--- config.mk ---
export PLATFORM = sky130hd
export DESIGN_NAME = reg_write_sched
export DESIGN_NICKNAME = d
export VERILOG_FILES = /design/src/rtl/reg_write_sched_pkg.sv /design/src/rtl/reg_write_sched_rr_arb2.sv /design/src/rtl/reg_write_sched.sv
export SDC_FILE = /design/constraint.sdc
export NUM_CORES = 1
export LEC_CHECK = 0
export BUFFER_PORTS_ARGS = -buffer_cell sky130_fd_sc_hd__buf_2
export CORE_MARGIN = 1.5
export CORE_UTILIZATION = 41
export CTS_CLUSTER_SIZE = 14
export DETAILED_ROUTE_END_ITERATION = 16
export PLACE_DENSITY = 0.76
export SETUP_SLACK_MARGIN = 0.3
export SYNTH_ARGS = -nofsm -noshare
export SYNTH_HDL_FRONTEND = slang
export SYNTH_SLANG_ARGS = --single-unit
--- constraint.sdc ---
create_clock -name clk -period 1.49 [get_ports clk]
set_clock_uncertainty 0.15 [all_clocks]
set_input_delay 0.149 -clock clk [delete_from_list [all_inputs] [get_ports clk]]
set_output_delay 0.149 -clock clk [all_outputs]
set_load 0.05 [all_outputs]
--- src/rtl/reg_write_sched_pkg.sv ---
// rtl/reg_write_sched_pkg.sv - shared widths and FSM encodings for the register-file write scheduler
package reg_write_sched_pkg;

    localparam int DATA_W_DEF   = 8;
    localparam int ADDR_W_DEF   = 3;
    localparam int NUM_REGS_DEF = 8;

    localparam logic [0:0] S_IDLE  = 1'b0;
    localparam logic [0:0] S_CLEAR = 1'b1;

endpackage

--- src/rtl/reg_write_sched_rr_arb2.sv ---
// rtl/reg_write_sched_rr_arb2.sv - two-way round-robin arbiter owning the rotating priority pointer
module reg_write_sched_rr_arb2 (
    input  logic       clk,
    input  logic       rst_n,
    input  logic [1:0] valid_i,
    input  logic       en_i,
    output logic [1:0] grant_o
);

    logic rr_ptr_q;
    logic rr_ptr_d;

    always_comb begin
        grant_o = 2'b00;
        if (en_i) begin
            case (valid_i)
                2'b01:   grant_o = 2'b01;
                2'b10:   grant_o = 2'b10;
                2'b11:   grant_o = rr_ptr_q ? 2'b10 : 2'b01;
                default: grant_o = 2'b00;
            endcase
        end
    end

    // Priority moves to the requester that was not just served.
    always_comb begin
        rr_ptr_d = rr_ptr_q;
        if (grant_o[0]) begin
            rr_ptr_d = 1'b1;
        end else if (grant_o[1]) begin
            rr_ptr_d = 1'b0;
        end
    end

    always_ff @(posedge clk or negedge rst_n) begin
        if (!rst_n) begin
            rr_ptr_q <= 1'b0;
        end else begin
            rr_ptr_q <= rr_ptr_d;
        end
    end

endmodule

--- src/rtl/reg_write_sched.sv ---
// rtl/reg_write_sched.sv - shares the reg_file write port between two requesters and a hardware clear walk
module reg_write_sched
    import reg_write_sched_pkg::*;
#(
    parameter int                DATA_W    = DATA_W_DEF,
    parameter int                ADDR_W    = ADDR_W_DEF,
    parameter int                NUM_REGS  = NUM_REGS_DEF,
    parameter logic [DATA_W-1:0] CLEAR_VAL = '0
) (
    input  logic              clk,
    input  logic              RESET,
    input  logic              req0_valid,
    input  logic [ADDR_W-1:0] req0_addr,
    input  logic [DATA_W-1:0] req0_data,
    output logic              req0_ready,
    input  logic              req1_valid,
    input  logic [ADDR_W-1:0] req1_addr,
    input  logic [DATA_W-1:0] req1_data,
    output logic              req1_ready,
    input  logic              clr_req,
    output logic              clr_busy,
    output logic              rf_we,
    output logic [ADDR_W-1:0] rf_inaddr,
    output logic [DATA_W-1:0] rf_in
);

    localparam logic [ADDR_W-1:0] LAST_ADDR = ADDR_W'(NUM_REGS - 1);

    logic [0:0]        state_q,     state_d;
    logic [ADDR_W-1:0] clr_cnt_q,   clr_cnt_d;
    logic              rf_we_q,     rf_we_d;
    logic [ADDR_W-1:0] rf_inaddr_q, rf_inaddr_d;
    logic [DATA_W-1:0] rf_in_q,     rf_in_d;

    logic       arb_en;
    logic [1:0] grant;

    // A pending clear request blocks arbitration in the same cycle it is seen.
    assign arb_en = RESET && (state_q == S_IDLE) && !clr_req;

    reg_write_sched_rr_arb2 u_arb (
        .clk     (clk),
        .rst_n   (RESET),
        .valid_i ({req1_valid, req0_valid}),
        .en_i    (arb_en),
        .grant_o (grant)
    );

    assign req0_ready = grant[0] && RESET;
    assign req1_ready = grant[1] && RESET;

    always_comb begin
        state_d     = state_q;
        clr_cnt_d   = clr_cnt_q;
        rf_we_d     = 1'b0;
        rf_inaddr_d = rf_inaddr_q;
        rf_in_d     = rf_in_q;
        if (state_q == S_CLEAR) begin
            rf_we_d     = 1'b1;
            rf_inaddr_d = clr_cnt_q;
            rf_in_d     = CLEAR_VAL;
            if (clr_cnt_q == LAST_ADDR) begin
                clr_cnt_d = '0;
                state_d   = S_IDLE;
            end else begin
                clr_cnt_d = clr_cnt_q + 1'b1;
            end
        end else if (clr_req) begin
            state_d   = S_CLEAR;
            clr_cnt_d = '0;
        end else if (grant[0]) begin
            rf_we_d     = 1'b1;
            rf_inaddr_d = req0_addr;
            rf_in_d     = req0_data;
        end else if (grant[1]) begin
            rf_we_d     = 1'b1;
            rf_inaddr_d = req1_addr;
            rf_in_d     = req1_data;
        end
    end

    always_ff @(posedge clk or negedge RESET) begin
        if (!RESET) begin
            state_q     <= S_IDLE;
            clr_cnt_q   <= '0;
            rf_we_q     <= 1'b0;
            rf_inaddr_q <= '0;
            rf_in_q     <= '0;
        end else begin
            state_q     <= state_d;
            clr_cnt_q   <= clr_cnt_d;
            rf_we_q     <= rf_we_d;
            rf_inaddr_q <= rf_inaddr_d;
            rf_in_q     <= rf_in_d;
        end
    end

    assign clr_busy  = (state_q == S_CLEAR);
    assign rf_we     = rf_we_q;
    assign rf_inaddr = rf_inaddr_q;
    assign rf_in     = rf_in_q;

endmodule

==> flow_summary.toml, run 1 <==
[clocking]
numCtsBuffers = 3
clk_root_buffer_cell = "clkbuf_4"
path_clk_slew_ns = 0.10
clk_path_buf_depth = 2
clk_latency_ns = 0.28
cts.sinks = 17
ctsHtreeMaxLevel = 1
tritoncts = "done"

[placed_design]
hpwl_microns = 1630
gp_congestion = 0.756
portBuffers = 41
place_area_sq_um = 1220
placedCellCount = 160
dp_worst_setup_slack_ns = -0.0182

[die]
pin_count = 42
die_w_microns = 50.4
num_rows = 16
initial_core_util = 0.451
core_sq_um = 2040
die_area_sq_um = 2540
fp.dieH_microns = 50.4

[synth]
syn_area_sq_um = 921
seq_area_frac_synth = 0.462
yosys_most_used_dff = "dfrtp_1"
ys_warn_count = 0
synth_most_common_cell = "nand2_1"
ys_ff_latch = 17
synth_area_leaders = "dfrtp_1 (46%), a211oi_2 (11%), nand2_1 (7.7%), a21oi_2 (7.6%), nor2_1 (4.1%)"
ys_types = 20
synthArstFlopShare = 1.00
synth_nets = 117
synth_top_area_frac = 0.462
synth_edf_count = 0
synth_top_area_cell = "dfrtp_1"
synth.avg_cell_area_sq_um = 10.5
ys_top_cells_by_count = "nand2_1 (19), dfrtp_1 (17), nor2_1 (10), a211oi_2 (8), a21oi_2 (8)"
netlist_instances = 88

[detailed_routing]
post_drt_wl_per_cell_microns = 15.1
ant_nets = 0
drtIter0Drc = 11
drtPass1Iterations = 5
vias = 962
post-route-drc-count = 0
post_drt_via_cell_ratio = 5.09
routed_wl_microns = 2850

[timing]
final-max-slew-violation-count = 0
timing.final.crit_period_ns = 1.66
setup_slack_ns = -0.165
worst_pin_slew_ns = 0.338
fmax_mhz = 604
grt_setup_unrepaired = "true"
max-slew-margin-rel = 0.774
hold_viol = 0
setup_violations = 13
fin_crit_sh = 1.11

[critical_path]
worstSetupStartpointType = "register"
cp.arrival_ns = 1.36
r2r_start = "clr_busy$_DFF_PN0_"
r2r_cells = 7
crit_type = "reg -> out"
crit_required_ns = 1.19
cp_cell_sequence = "nor3b_4 > nand3_4 > clkinv_4 > buf_8"
rrSetupSlack_ns = -0.15
crit_fanout = 3
end_kind = "output pin"
max_stage_delay_ns = 0.44
r2r_end = "rf_in[6]$_DFFE_PN0P_"
cp_slowest_cell = "dfrtp_2"

[layout]
final_cell_count_no_fill = 189
drive_gt1_frac = 0.623
fin_nets = 192
utilization = 0.820
area_delta_synth_final_pct = 81.9
antenna_cells = 0
fin_area_sq_um = 1680

[power_and_ir_drop]
p_total_w = 0.00226
leakage_nw = 0.757
power_density_nw_per_um2 = 1350
peakVddDrop_mv = 0.956

[global_routing]
grt_pass1_vias = 903
globalRouteOverflowTotal = 0
grt_pass1_wl_microns = 3880
grt_usage = 0.206
antenna_found_initial = 0
grt_max_degree = 18

[min_path]
worstHoldPathType = "in -> reg"
min_to = "rf_in[4]$_DFFE_PN0P_"
hold_depth = 3
hp-start = "req0_data[4]"

[job]
drv_cap = 0

[status]
status = "complete, but fails checks"
violations = "negative setup slack"
-- placed cells by master (no fill, tap or decap), types with 2 or more instances in the layout --
master | netlist | layout
a211oi_2 | 8 | 8
a21oi_2 | 8 | 8
a22o_1 | 2 | 2
a31oi_1 | 3 | 3
buf_12 | 0 | 5
buf_2 | 1 | 27
buf_4 | 0 | 14
buf_6 | 0 | 15
buf_8 | 1 | 2
clkbuf_4 | 0 | 3
dfrtp_1 | 17 | 16
dlygate4sd3_1 | 0 | 10
nand2_1 | 19 | 16
nand2_2 | 0 | 3
nand2b_1 | 3 | 2
nand3_4 | 2 | 2
nor2_1 | 10 | 9
o21ai_2 | 0 | 2
o22ai_1 | 2 | 2
-- registers in the layout (all words and copies together), names as in the netlist --
signal	cells
rf_we	1
rf_in	8
u_arb.rr_ptr_q	1
clr_cnt_q	3
rf_inaddr	3
clr_busy	1
-- critical path: cells and delay by family, from the launching register on --
kind,cells,cell delay [ns]
simple gates,2,0.41
buf+inv,2,0.22
flops,1,0.44
-- what timing repair did --
action / in CTS / in global routing
gates cloned: 1 / 0
hold buffers: 8 / 2
pin swaps: 6 / 5
endpoints found under the hold margin: 21 / 2
gates resized for setup: 36 / 27
setup endpoints to repair: 31 / 32
setup buffers: 7 / 7
-- per-layer routing --
layer  share of wire  wire, microns  GRT usage  vias to the layer above
met1            0.38           1070      0.226                      456
li1                -              -          -                      458
met4           0.017             48     0.0450                        0
met5               0              0          0                        -
met3           0.064            181     0.0446                        7
met2            0.54           1550      0.399                       41
-- metrics by stage --
step	hold slack, ns	setup TNS [ns]
global route	0.00824	-2.38
finish	0.00817	-1.33
detailed placement	0.00668	-0.0339
CTS	0.00380	-1.57
floorplan	-0.297	-1.47
global placement	0.00905	0
-- report_power, final --
group	leakage (nW)	internal [W]	total [W]	switching [W]
sequential	0.215	0.000592	0.000705	0.000113
clock	0.0177	0.0000996	0.000243	0.000143
combinational	0.524	0.000623	0.00132	0.000692
-- final cells by class --
type | instances | area, sq um
Multi-Input combinational cell | 65 | 512
Clock buffer | 3 | 22.5
Sequential cell | 17 | 427
Fill cell | 139 | 367
Inverter | 3 | 36.3
Clock inverter | 1 | 5.00
Tap cell | 27 | 33.8
Timing Repair Buffer | 73 | 639
-- how the worst max path moves through the flow --
stage	endpoint	cells after the start	slack, ns	startpoint
6_report	req0_ready	4	-0.17	clr_busy$_DFF_PN0_
5_1_grt	req0_ready	4	-0.24	clr_busy$_DFF_PN0_
4_1_cts	req1_ready	4	-0.20	clr_busy$_DFF_PN0_
3_3_place_gp	req1_ready	4	0.02	clr_busy$_DFF_PN0_
3_5_place_dp	rf_in[1]$_DFFE_PN0P_	6	-0.02	clr_busy$_DFF_PN0_
2_1_floorplan	rf_in[0]$_DFFE_PN0P_	5	-0.14	clr_busy$_DFF_PN0_
-- cell families (layout without fill, tap and decap cells) --
kind of cell | Yosys count | after routing | synth area share
fa+ha+maj | 2 | 2 | 0.0272
compound gates | 27 | 27 | 0.260
buf+inv | 6 | 80 | 0.0489
simple gates | 36 | 36 | 0.202
flops | 17 | 17 | 0.462
(Power assumes the default switching activity.)
==> inputs of run 2 (changes only) <==
CORE_MARGIN = default   (was 1.5)
==> run 2 against run 1 <==
Compared with the run above:
- the flow still finishes with violations (negative setup slack)
- total power down 9.0%
- setup slack got worse by 0.018 ns
- first-iteration DRC count down 55%
- largest power group unchanged
- highest routed layer unchanged
==> flow_summary.toml, run 2 (synthesis gave the netlist of run 1 again) <==
[status]
status = "complete, but fails checks"
violations = "negative setup slack"

[global_routing]
globalRouteOverflowTotal = 0
antenna_found_initial = 0
grt_max_degree = 18
grt_pass1_wl_microns = 4350
grt_usage = 0.241
grt_pass1_vias = 895

[job]
drv_cap = 0

[timing]
final-max-slew-violation-count = 0
max-slew-margin-rel = 0.777
setup_slack_ns = -0.183
holdWs_ns = 0.00991
fmax_mhz = 598
worst_pin_slew_ns = 0.331
fin_crit_sh = 1.12
timing.final.crit_period_ns = 1.67
grt_setup_unrepaired = "true"
hold_viol = 0
setup_violations = 15

[layout]
mostFrequentLayoutCells = "buf_2 (26), nand2_1 (16), dfrtp_1 (16), buf_4 (14), buf_6 (14)"
fin_nets = 187
largest_reg_flops = 8
fin_area_sq_um = 1580
area_delta_synth_final_pct = 72.0
antenna_cells = 0
drive_gt1_frac = 0.573
final_common_cell = "buf_2"

[power_and_ir_drop]
peakVddDrop_mv = 1.01
power_density_nw_per_um2 = 1300
p_int_w = 0.00118
switching_share = 0.429
p_seq_frac = 0.340
switching_power_w = 0.000884
p_clk_frac = 0.126
leakage_nw = 0.714
combPwrFrac = 0.534

[die]
initial_core_util = 0.451
num_rows = 16
die_w_microns = 49.4
pin_count = 42
die_area_sq_um = 2440
core_sq_um = 2040
fp.dieH_microns = 49.4

[detailed_routing]
drtPass1Iterations = 4
routed_wl_microns = 2730
ant_nets = 0
post_drt_via_cell_ratio = 5.04
post-route-drc-count = 0
post_drt_wl_per_cell_microns = 14.8
vias = 928
drtIter0Drc = 5

[critical_path]
crit_fanout = 2
crit_type = "reg -> out"
end_kind = "output pin"
worstSetupStartpointType = "register"
crit_required_ns = 1.19
cp.arrival_ns = 1.37

[clocking]
ctsHtreeMaxLevel = 1
numCtsBuffers = 3
path_clk_slew_ns = 0.10
clk_latency_ns = 0.29
clk_root_buffer_cell = "clkbuf_4"
tritoncts = "done"
cts.sinks = 17
clk_path_buf_depth = 2

[placed_design]
place_area_sq_um = 1240
gp_congestion = 0.735
portBuffers = 41
hpwl_microns = 1700

[min_path]
worstHoldPathType = "in -> reg"
## run 2: final timing paths
check                      cells after the start  slack [ns]                       start                         end
min in group asynchronous                      3        0.23                       RESET    clr_cnt_q[2]$_DFFE_PN0P_
max in group asynchronous                      3        0.74                       RESET          clr_busy$_DFF_PN0_
hold / removal                                 3        0.01                req0_data[5]        rf_in[5]$_DFFE_PN0P_
setup / recovery                               4       -0.18          clr_busy$_DFF_PN0_                  req0_ready
setup reg to reg                               7       -0.16          clr_busy$_DFF_PN0_        rf_in[5]$_DFFE_PN0P_
hold reg to reg                                2        0.38  u_arb.rr_ptr_q$_DFFE_PN0P_  u_arb.rr_ptr_q$_DFFE_PN0P_
## run 2: repair_timing
item                                   in CTS  in global routing
endpoints found under the hold margin      20                  2
setup endpoints to repair                  31                 32
gates resized for setup                    25                 18
buffers inserted                            5                  6
pin swaps                                   5                  8
hold buffers                                7                  2
## run 2: final cells by class
cell class                      instances  area (sq um)
Tap cell                               27          33.8
Sequential cell                        17           427
Multi-Input combinational cell         65           490
Fill cell                             145           458
Clock buffer                            4          26.3
Timing Repair Buffer                   68           578
Inverter                                3          28.8
## run 2: layer usage
metal | share of wire | wire length [microns] | vias to the layer above | GRT usage
met5 | 0 | 0 | - | 0
met4 | 0.014 | 39 | 0 | 0.100
met3 | 0.039 | 107 | 6 | 0.0405
met2 | 0.55 | 1500 | 33 | 0.418
met1 | 0.40 | 1080 | 442 | 0.294
li1 | - | - | 447 | -
## run 2: critical path: stages, from the launching register on
cell and delay [ns]:
dfrtp_2 0.43, nor3b_4 0.28, nand3_4 0.14, clkinv_4 0.09, buf_8 0.14
## run 2: metrics by stage
stage          power, W  TNS [ns]  instances  setup WS (ns)   util
2_1_floorplan   0.00128     -1.47         88         -0.138      -
3_3_place_gp    0.00150         0        160         0.0248  0.606
3_5_place_dp    0.00153   -0.0856        160        -0.0159  0.606
4_1_cts         0.00192     -2.18        176         -0.207  0.714
5_1_grt         0.00219     -2.71        184         -0.247  0.776
6_report        0.00206     -1.67        184         -0.183  0.776
## run 2: power by group through the flow
stage                     combinational (W)  clock (W)  sequential (W)
after CTS                          0.000975   0.000259        0.000687
after detailed placement           0.000842          0        0.000690
after global routing                0.00119   0.000292        0.000714
after floorplan                    0.000346          0        0.000935
after global placement             0.000818          0        0.000680
final                               0.00110   0.000260        0.000700
